<file path="src/rtl/multicycle_ctrl.sv">
// Multi-cycle IF/ID/EX/MEM/WB sequencer for the R/I/J MIPS datapath.
// State is registered; every strobe and select is decoded combinationally from state, IR fields, zf and mem_ready.
module multicycle_ctrl #(
    parameter int MEM_TIMEOUT = 16,
    parameter int CNT_W       = 32
) (
    input  logic             clk,
    input  logic             rst_n,
    input  logic [5:0]       opcode,
    input  logic [5:0]       funct,
    input  logic             zf,
    input  logic             mem_ready,
    input  logic             halt_req,
    output logic [2:0]       state,
    output logic             mem_read,
    output logic             mem_write,
    output logic             ir_write,
    output logic             pc_write,
    output logic [1:0]       pc_src,
    output logic             reg_write,
    output logic [1:0]       w_r_s,
    output logic [1:0]       w_r_data_s,
    output logic             rt_imm_s,
    output logic             imm_s,
    output logic [2:0]       alu_op,
    output logic             err,
    output logic             halted,
    output logic [CNT_W-1:0] instr_cnt
);

    typedef enum logic [2:0] {
        S_IF   = 3'd0,
        S_ID   = 3'd1,
        S_EX   = 3'd2,
        S_MEM  = 3'd3,
        S_WB   = 3'd4,
        S_HALT = 3'd5,
        S_ERR  = 3'd7
    } state_t;

    localparam int WD_W = (MEM_TIMEOUT > 2) ? $clog2(MEM_TIMEOUT) : 1;
    localparam logic [WD_W-1:0] WD_LAST = WD_W'((MEM_TIMEOUT > 0) ? MEM_TIMEOUT - 1 : 0);

    state_t           state_q;
    logic [WD_W-1:0]  wd_cnt;
    logic [CNT_W-1:0] instr_cnt_q;

    logic       legal;
    logic       is_r, is_jr, is_imm, is_lw, is_sw, is_beq, is_bne, is_j, is_jal;
    logic [2:0] dec_alu;
    logic       dec_imm_s;
    logic       retire;
    logic       wd_expire;
    state_t     ret_next;

    always_comb begin
        legal     = 1'b0;
        is_r      = 1'b0;
        is_jr     = 1'b0;
        is_imm    = 1'b0;
        is_lw     = 1'b0;
        is_sw     = 1'b0;
        is_beq    = 1'b0;
        is_bne    = 1'b0;
        is_j      = 1'b0;
        is_jal    = 1'b0;
        dec_alu   = 3'b000;
        dec_imm_s = 1'b0;
        case (opcode)
            6'b000000: begin
                case (funct)
                    6'b100000: begin legal = 1'b1; is_r = 1'b1; dec_alu = 3'b010; end
                    6'b100010: begin legal = 1'b1; is_r = 1'b1; dec_alu = 3'b110; end
                    6'b100100: begin legal = 1'b1; is_r = 1'b1; dec_alu = 3'b000; end
                    6'b100101: begin legal = 1'b1; is_r = 1'b1; dec_alu = 3'b001; end
                    6'b100110: begin legal = 1'b1; is_r = 1'b1; dec_alu = 3'b011; end
                    6'b100111: begin legal = 1'b1; is_r = 1'b1; dec_alu = 3'b100; end
                    6'b101010: begin legal = 1'b1; is_r = 1'b1; dec_alu = 3'b111; end
                    6'b000010: begin legal = 1'b1; is_r = 1'b1; dec_alu = 3'b101; end
                    6'b001000: begin legal = 1'b1; is_jr = 1'b1; end
                    default: ;
                endcase
            end
            6'b001000: begin legal = 1'b1; is_imm = 1'b1; dec_alu = 3'b010; dec_imm_s = 1'b1; end
            6'b001100: begin legal = 1'b1; is_imm = 1'b1; dec_alu = 3'b000; end
            6'b001110: begin legal = 1'b1; is_imm = 1'b1; dec_alu = 3'b011; end
            6'b001011: begin legal = 1'b1; is_imm = 1'b1; dec_alu = 3'b111; dec_imm_s = 1'b1; end
            6'b100011: begin legal = 1'b1; is_lw  = 1'b1; dec_alu = 3'b010; dec_imm_s = 1'b1; end
            6'b101011: begin legal = 1'b1; is_sw  = 1'b1; dec_alu = 3'b010; dec_imm_s = 1'b1; end
            6'b000100: begin legal = 1'b1; is_beq = 1'b1; dec_alu = 3'b110; end
            6'b000101: begin legal = 1'b1; is_bne = 1'b1; dec_alu = 3'b110; end
            6'b000010: begin legal = 1'b1; is_j   = 1'b1; end
            6'b000011: begin legal = 1'b1; is_jal = 1'b1; end
            default: ;
        endcase
    end

    // mem_ready is a completion strobe: the request (mem_read/mem_write) is held
    // from the first IF/MEM cycle until the cycle mem_ready=1, which completes it.
    assign wd_expire = (MEM_TIMEOUT != 0) && (wd_cnt == WD_LAST) && !mem_ready;
    assign ret_next  = halt_req ? S_HALT : S_IF;

    always_comb begin
        mem_read   = 1'b0;
        mem_write  = 1'b0;
        ir_write   = 1'b0;
        pc_write   = 1'b0;
        pc_src     = 2'b00;
        reg_write  = 1'b0;
        w_r_s      = 2'b00;
        w_r_data_s = 2'b00;
        rt_imm_s   = 1'b0;
        imm_s      = 1'b0;
        alu_op     = 3'b000;
        retire     = 1'b0;
        case (state_q)
            S_IF: begin
                mem_read = 1'b1;
                ir_write = mem_ready;
                pc_write = mem_ready;
            end
            S_ID: begin
                if (is_j || is_jal) begin
                    pc_write = 1'b1;
                    pc_src   = 2'b10;
                end
                if (is_jal) begin
                    reg_write  = 1'b1;
                    w_r_s      = 2'b10;
                    w_r_data_s = 2'b10;
                end
                if (is_jr) begin
                    pc_write = 1'b1;
                    pc_src   = 2'b11;
                end
                retire = is_j | is_jal | is_jr;
            end
            S_EX: begin
                alu_op = dec_alu;
                if (is_imm || is_lw || is_sw) begin
                    rt_imm_s = 1'b1;
                    imm_s    = dec_imm_s;
                end
                if (is_beq || is_bne) begin
                    pc_write = (is_beq & zf) | (is_bne & ~zf);
                    pc_src   = 2'b01;
                    retire   = 1'b1;
                end
            end
            S_MEM: begin
                mem_read  = is_lw;
                mem_write = is_sw;
                retire    = is_sw & mem_ready;
            end
            S_WB: begin
                reg_write = 1'b1;
                if (is_imm) w_r_s = 2'b01;
                if (is_lw) begin
                    w_r_s      = 2'b01;
                    w_r_data_s = 2'b01;
                end
                retire = 1'b1;
            end
            default: ;
        endcase
    end

    always_ff @(posedge clk or negedge rst_n) begin
        if (!rst_n) begin
            state_q     <= S_IF;
            wd_cnt      <= '0;
            instr_cnt_q <= '0;
        end else begin
            if ((state_q == S_IF || state_q == S_MEM) && !mem_ready) wd_cnt <= wd_cnt + 1'b1;
            else wd_cnt <= '0;
            if (retire) instr_cnt_q <= instr_cnt_q + 1'b1;
            case (state_q)
                S_IF: begin
                    if (mem_ready) state_q <= S_ID;
                    else if (wd_expire) state_q <= S_ERR;
                end
                S_ID: begin
                    if (!legal) state_q <= S_ERR;
                    else if (is_j || is_jal || is_jr) state_q <= ret_next;
                    else state_q <= S_EX;
                end
                S_EX: begin
                    if (is_beq || is_bne) state_q <= ret_next;
                    else if (is_lw || is_sw) state_q <= S_MEM;
                    else state_q <= S_WB;
                end
                S_MEM: begin
                    if (mem_ready) state_q <= is_sw ? ret_next : S_WB;
                    else if (wd_expire) state_q <= S_ERR;
                end
                S_WB:   state_q <= ret_next;
                S_HALT: if (!halt_req) state_q <= S_IF;
                S_ERR:  state_q <= S_ERR;
                default: state_q <= S_ERR;
            endcase
        end
    end

    assign state     = state_q;
    assign err       = (state_q == S_ERR);
    assign halted    = (state_q == S_HALT);
    assign instr_cnt = instr_cnt_q;

endmodule

</file>
<file path="config.mk">
export PLATFORM = sky130hd
export DESIGN_NAME = multicycle_ctrl
export DESIGN_NICKNAME = d
export VERILOG_FILES = /design/src/rtl/multicycle_ctrl.sv
export SDC_FILE = /design/constraint.sdc
export NUM_CORES = 1
export LEC_CHECK = 0
export ABC_AREA = 1
export BUFFER_PORTS_ARGS = -buffer_cell sky130_fd_sc_hd__buf_2
export CAP_MARGIN = 20
export CORE_ASPECT_RATIO = 0.9
export CORE_UTILIZATION = 30
export CTS_BUF_LIST = sky130_fd_sc_hd__clkbuf_4
export CTS_CLUSTER_SIZE = 28
export DETAILED_ROUTE_END_ITERATION = 7
export PLACE_DENSITY = 0.51
export REMOVE_ABC_BUFFERS = 1
export SYNTH_ARGS = -nofsm -noshare
export SYNTH_HDL_FRONTEND = slang
export SYNTH_SLANG_ARGS = --single-unit
export TNS_END_PERCENT = 100
</file>
<file path="constraint.sdc">
create_clock -name clk -period 1.8 [get_ports clk]
set_input_delay 0.09 -clock clk [delete_from_list [all_inputs] [get_ports clk]]
set_output_delay 0.09 -clock clk [all_outputs]
set_load 0.02 [all_outputs]
</file>
==> flow_summary.json <==
{
  "run_status": "finished with violations",
  "violated_checks": "design-rule violations",
  "timing.final.crit_period_ps": 1760,
  "core-area_um2": 10200,
  "routed_wire_length_per_instance_um": 12.9,
  "register_to_register_path_setup_slack_ps": 150,
  "setup-tns-final_ps": 0,
  "holdPathStages": 3,
  "worstPathCellList": "inv_2 > nand2_4 > nor2_4 > inv_2 > nor3_4 > or2_4 > buf_6",
  "synth.yosys.warnings": 0,
  "finalInstanceArea_um2": 3880,
  "port_buffers": 69,
  "cts_tree": "done",
  "floorplan.initialDensity_pct": 30.9,
  "clock_sink_count": 39,
  "num-nets-final": 622,
  "setup.worst_path.start_class": "flip-flop",
  "clock.fmax_mhz": 568,
  "clock_latency_on_the_worst_skew_pair_ps": 360,
  "timing.critical_path.mode_cell": "inv_2",
  "maximum_number_of_pins_on_one_net_before_global_route_repair": 40,
  "number_of_synthesized_register_bits": 39,
  "first_global_vias": 3139,
  "grt_setup_unrepaired": "true",
  "critPathMaxStageDelay_ps": 450,
  "final_setup_fails": 0,
  "critical_path_s_slowest_cell": "dfrtp_1",
  "crit_buf_inv": 3,
  "path_delay_family": "simple AND/OR/NAND/NOR gates",
  "clkTransAtPathRegs_ps": 120,
  "final.fill_count": 1109,
  "most_common_library_cell_in_the_layout_ignoring_fill_and_taps": "nand2_1",
  "maxCapViolations": 0,
  "clock_tree.buffer_depth": 2,
  "hold-path-endpoint": "state[0]",
  "hold_path_startpoint": "halt_req",
  "cp_data_arrival_time_ps": 1670,
  "ff2ff_path_depth": 9,
  "clock_tree.root_cell": "clkbuf_4",
  "n_antenna_cell": 0,
  "post_route_antenna_net_violation_count": 0,
  "r2r-start": "state[2]",
  "regToRegEndpoint": "instr_cnt[29]",
  "timing.critical_path.to_type": "output pin",
  "detail_route.vias_per_cell": 4.72,
  "row_count": 35,
  "placement.cell_area_um2": 3680,
  "fp.dieH_um": 99.2,
  "final_max_slew_viol_count": 0,
  "report.power.total_mw": 1.45,
  "die-area_um2": 10900,
  "numCtsBuffers": 5,
  "synth_area_per_cell_um2": 6.07,
  "grtUsageTotal_pct": 17.6,
  "dr_total_vias": 3460,
  "overflow": 0,
  "number_of_search_and_repair_iterations_in_the_first_detailed_routing_pass": 7,
  "ir_drop_uv": 266,
  "routability_congestion_estimate": 0.866,
  "antenna_violations_before_repair": 0,
  "dp_hpwl_mm": 7.10,
  "netlist-cell-type-count": 24,
  "layout_common_cells": "nand2_1, nor2_1, buf_2",
  "power_per_cell_area_nw_per_um2": 373,
  "die_x_um": 110,
  "post_synthesis_sequential_area_ratio_pct": 31.0,
  "ios": 70,
  "mapped_cells": 519,
  "first_iter_violations": 195,
  "final.setup_skew_ps": 11.9,
  "global_route_wire_length_before_repair_mm": 15.2,
  "critical_path_peak_fanout": 5,
  "fin_crit_sh_pct": 97.8,
  "drt_drc_violations_left": 2,
  "timing_worst_setup_path_type": "reg2out",
  "final_hold_viol_count": 0,
  "area.growth.synth_to_final_pct": 23.4,
  "cellLeakagePower_nw": 2.08,
  "worst_pin_slew_ps": 365,
  "htree_num_levels": 2,
  "worst_hold_path_type": "in2reg",
  "critical_path_required_ps": 1710,
  "route.final.wire_length_mm": 9.45,
  "fin_hold_ws_ps": 97.3,
  "postLayoutCoreUtil_pct": 38.1,
  "worst_slew_margin_rel_pct": 75.7,
  "post_synth_instance_area_um2": 3150,
  "drive_gt1_share_pct": 21.4
}
stage by stage:
stage,instances,worst slack (ps)
6_report,733,39.2
5_1_grt,733,-72.5
4_1_cts,727,-32.5
3_5_place_dp,718,157
3_3_place_gp,718,155
2_1_floorplan,508,-437
flip-flops by register name, indices dropped and copies added (netlist names):
register	cells
instr_cnt	32
state	3
wd_cnt	4
where the power goes:
| group | total [mW] | switching [mW] | internal (mW) |
|---|---|---|---|
| Combinational | 0.112 | 0.0754 | 0.0362 |
| Sequential | 0.876 | 0 | 0.876 |
| Clock | 0.463 | 0.317 | 0.146 |
cells in the mapped netlist, drive strengths merged:
| cell type | number | area (µm²) |
|---|---|---|
| or2 | 1 | 6.26 |
| o21ai | 7 | 35.0 |
| ha | 2 | 25.0 |
| nand3 | 58 | 290 |
| a21oi | 9 | 56.3 |
| dfrtp | 39 | 976 |
| nand2 | 209 | 805 |
| xnor2 | 4 | 35.0 |
| nor3 | 4 | 20.0 |
| nor2 | 96 | 395 |
| xor2 | 12 | 105 |
| inv | 46 | 173 |
| a31oi | 1 | 6.26 |
| nand4 | 7 | 43.8 |
| nand3b | 13 | 97.6 |
| buf | 11 | 78.8 |
routing by layer:
| metal | part of all wire (%) | track usage, % | vias up |
|---|---|---|---|
| met5 | 0 | 0 | - |
| met4 | 0.71 | 2.77 | 0 |
| met3 | 5.1 | 3.15 | 8 |
| met2 | 45 | 28.3 | 75 |
| met1 | 49 | 24.9 | 1586 |
| li1 | - | - | 1791 |
timing repair:
action	4_1_cts	5_1_grt
endpoints found under the hold margin	39	0
hold buffers	1	0
pin swaps	0	6
setup buffers	0	6
gates resized for setup	7	28
setup endpoints to repair	7	45
area by class of cell:
type | count | area, µm² | share of cell area [%]
multi-input combinational | 423 | 1990 | 51.3
sequential | 39 | 978 | 25.2
timing repair buffer | 88 | 526 | 13.5
inverter | 46 | 173 | 4.45
tap | 129 | 161 | 4.16
clock buffer | 5 | 37.5 | 0.966
clock inverter | 3 | 15.0 | 0.387
worst register-to-register path: stages, from the launching register on:
cell     delay, ps
dfrtp_2        500
inv_2          110
buf_4          120
nor2_4          40
inv_1          100
nand2_2         80
a21oi_4        160
nand2_4        240
nand2_1        150
nand2_1         60
kinds of logic (layout without fill, tap and decap cells):
group / Yosys count / in the layout / share of synthesized area, %
buffers and inverters: 57 / 142 / 7.99
XOR/XNOR: 16 / 16 / 4.45
adder cells (fa/ha/maj): 2 / 2 / 0.795
AO/OA/AOI/OAI: 17 / 17 / 3.10
AND/OR/NAND/NOR: 388 / 388 / 52.7
flip-flops: 39 / 39 / 31.0
worst max path at each step:
stage	start	endpoint	depth (start not counted)
global placement	state[0]	instr_cnt[12]	9
finish	state[1]	reg_write	7
CTS	state[1]	reg_write	7
detailed placement	state[0]	instr_cnt[2]	9
global route	state[1]	reg_write	7
floorplan	state[1]	reg_write	6
No activity file was read; power rests on OpenSTA's default activity.
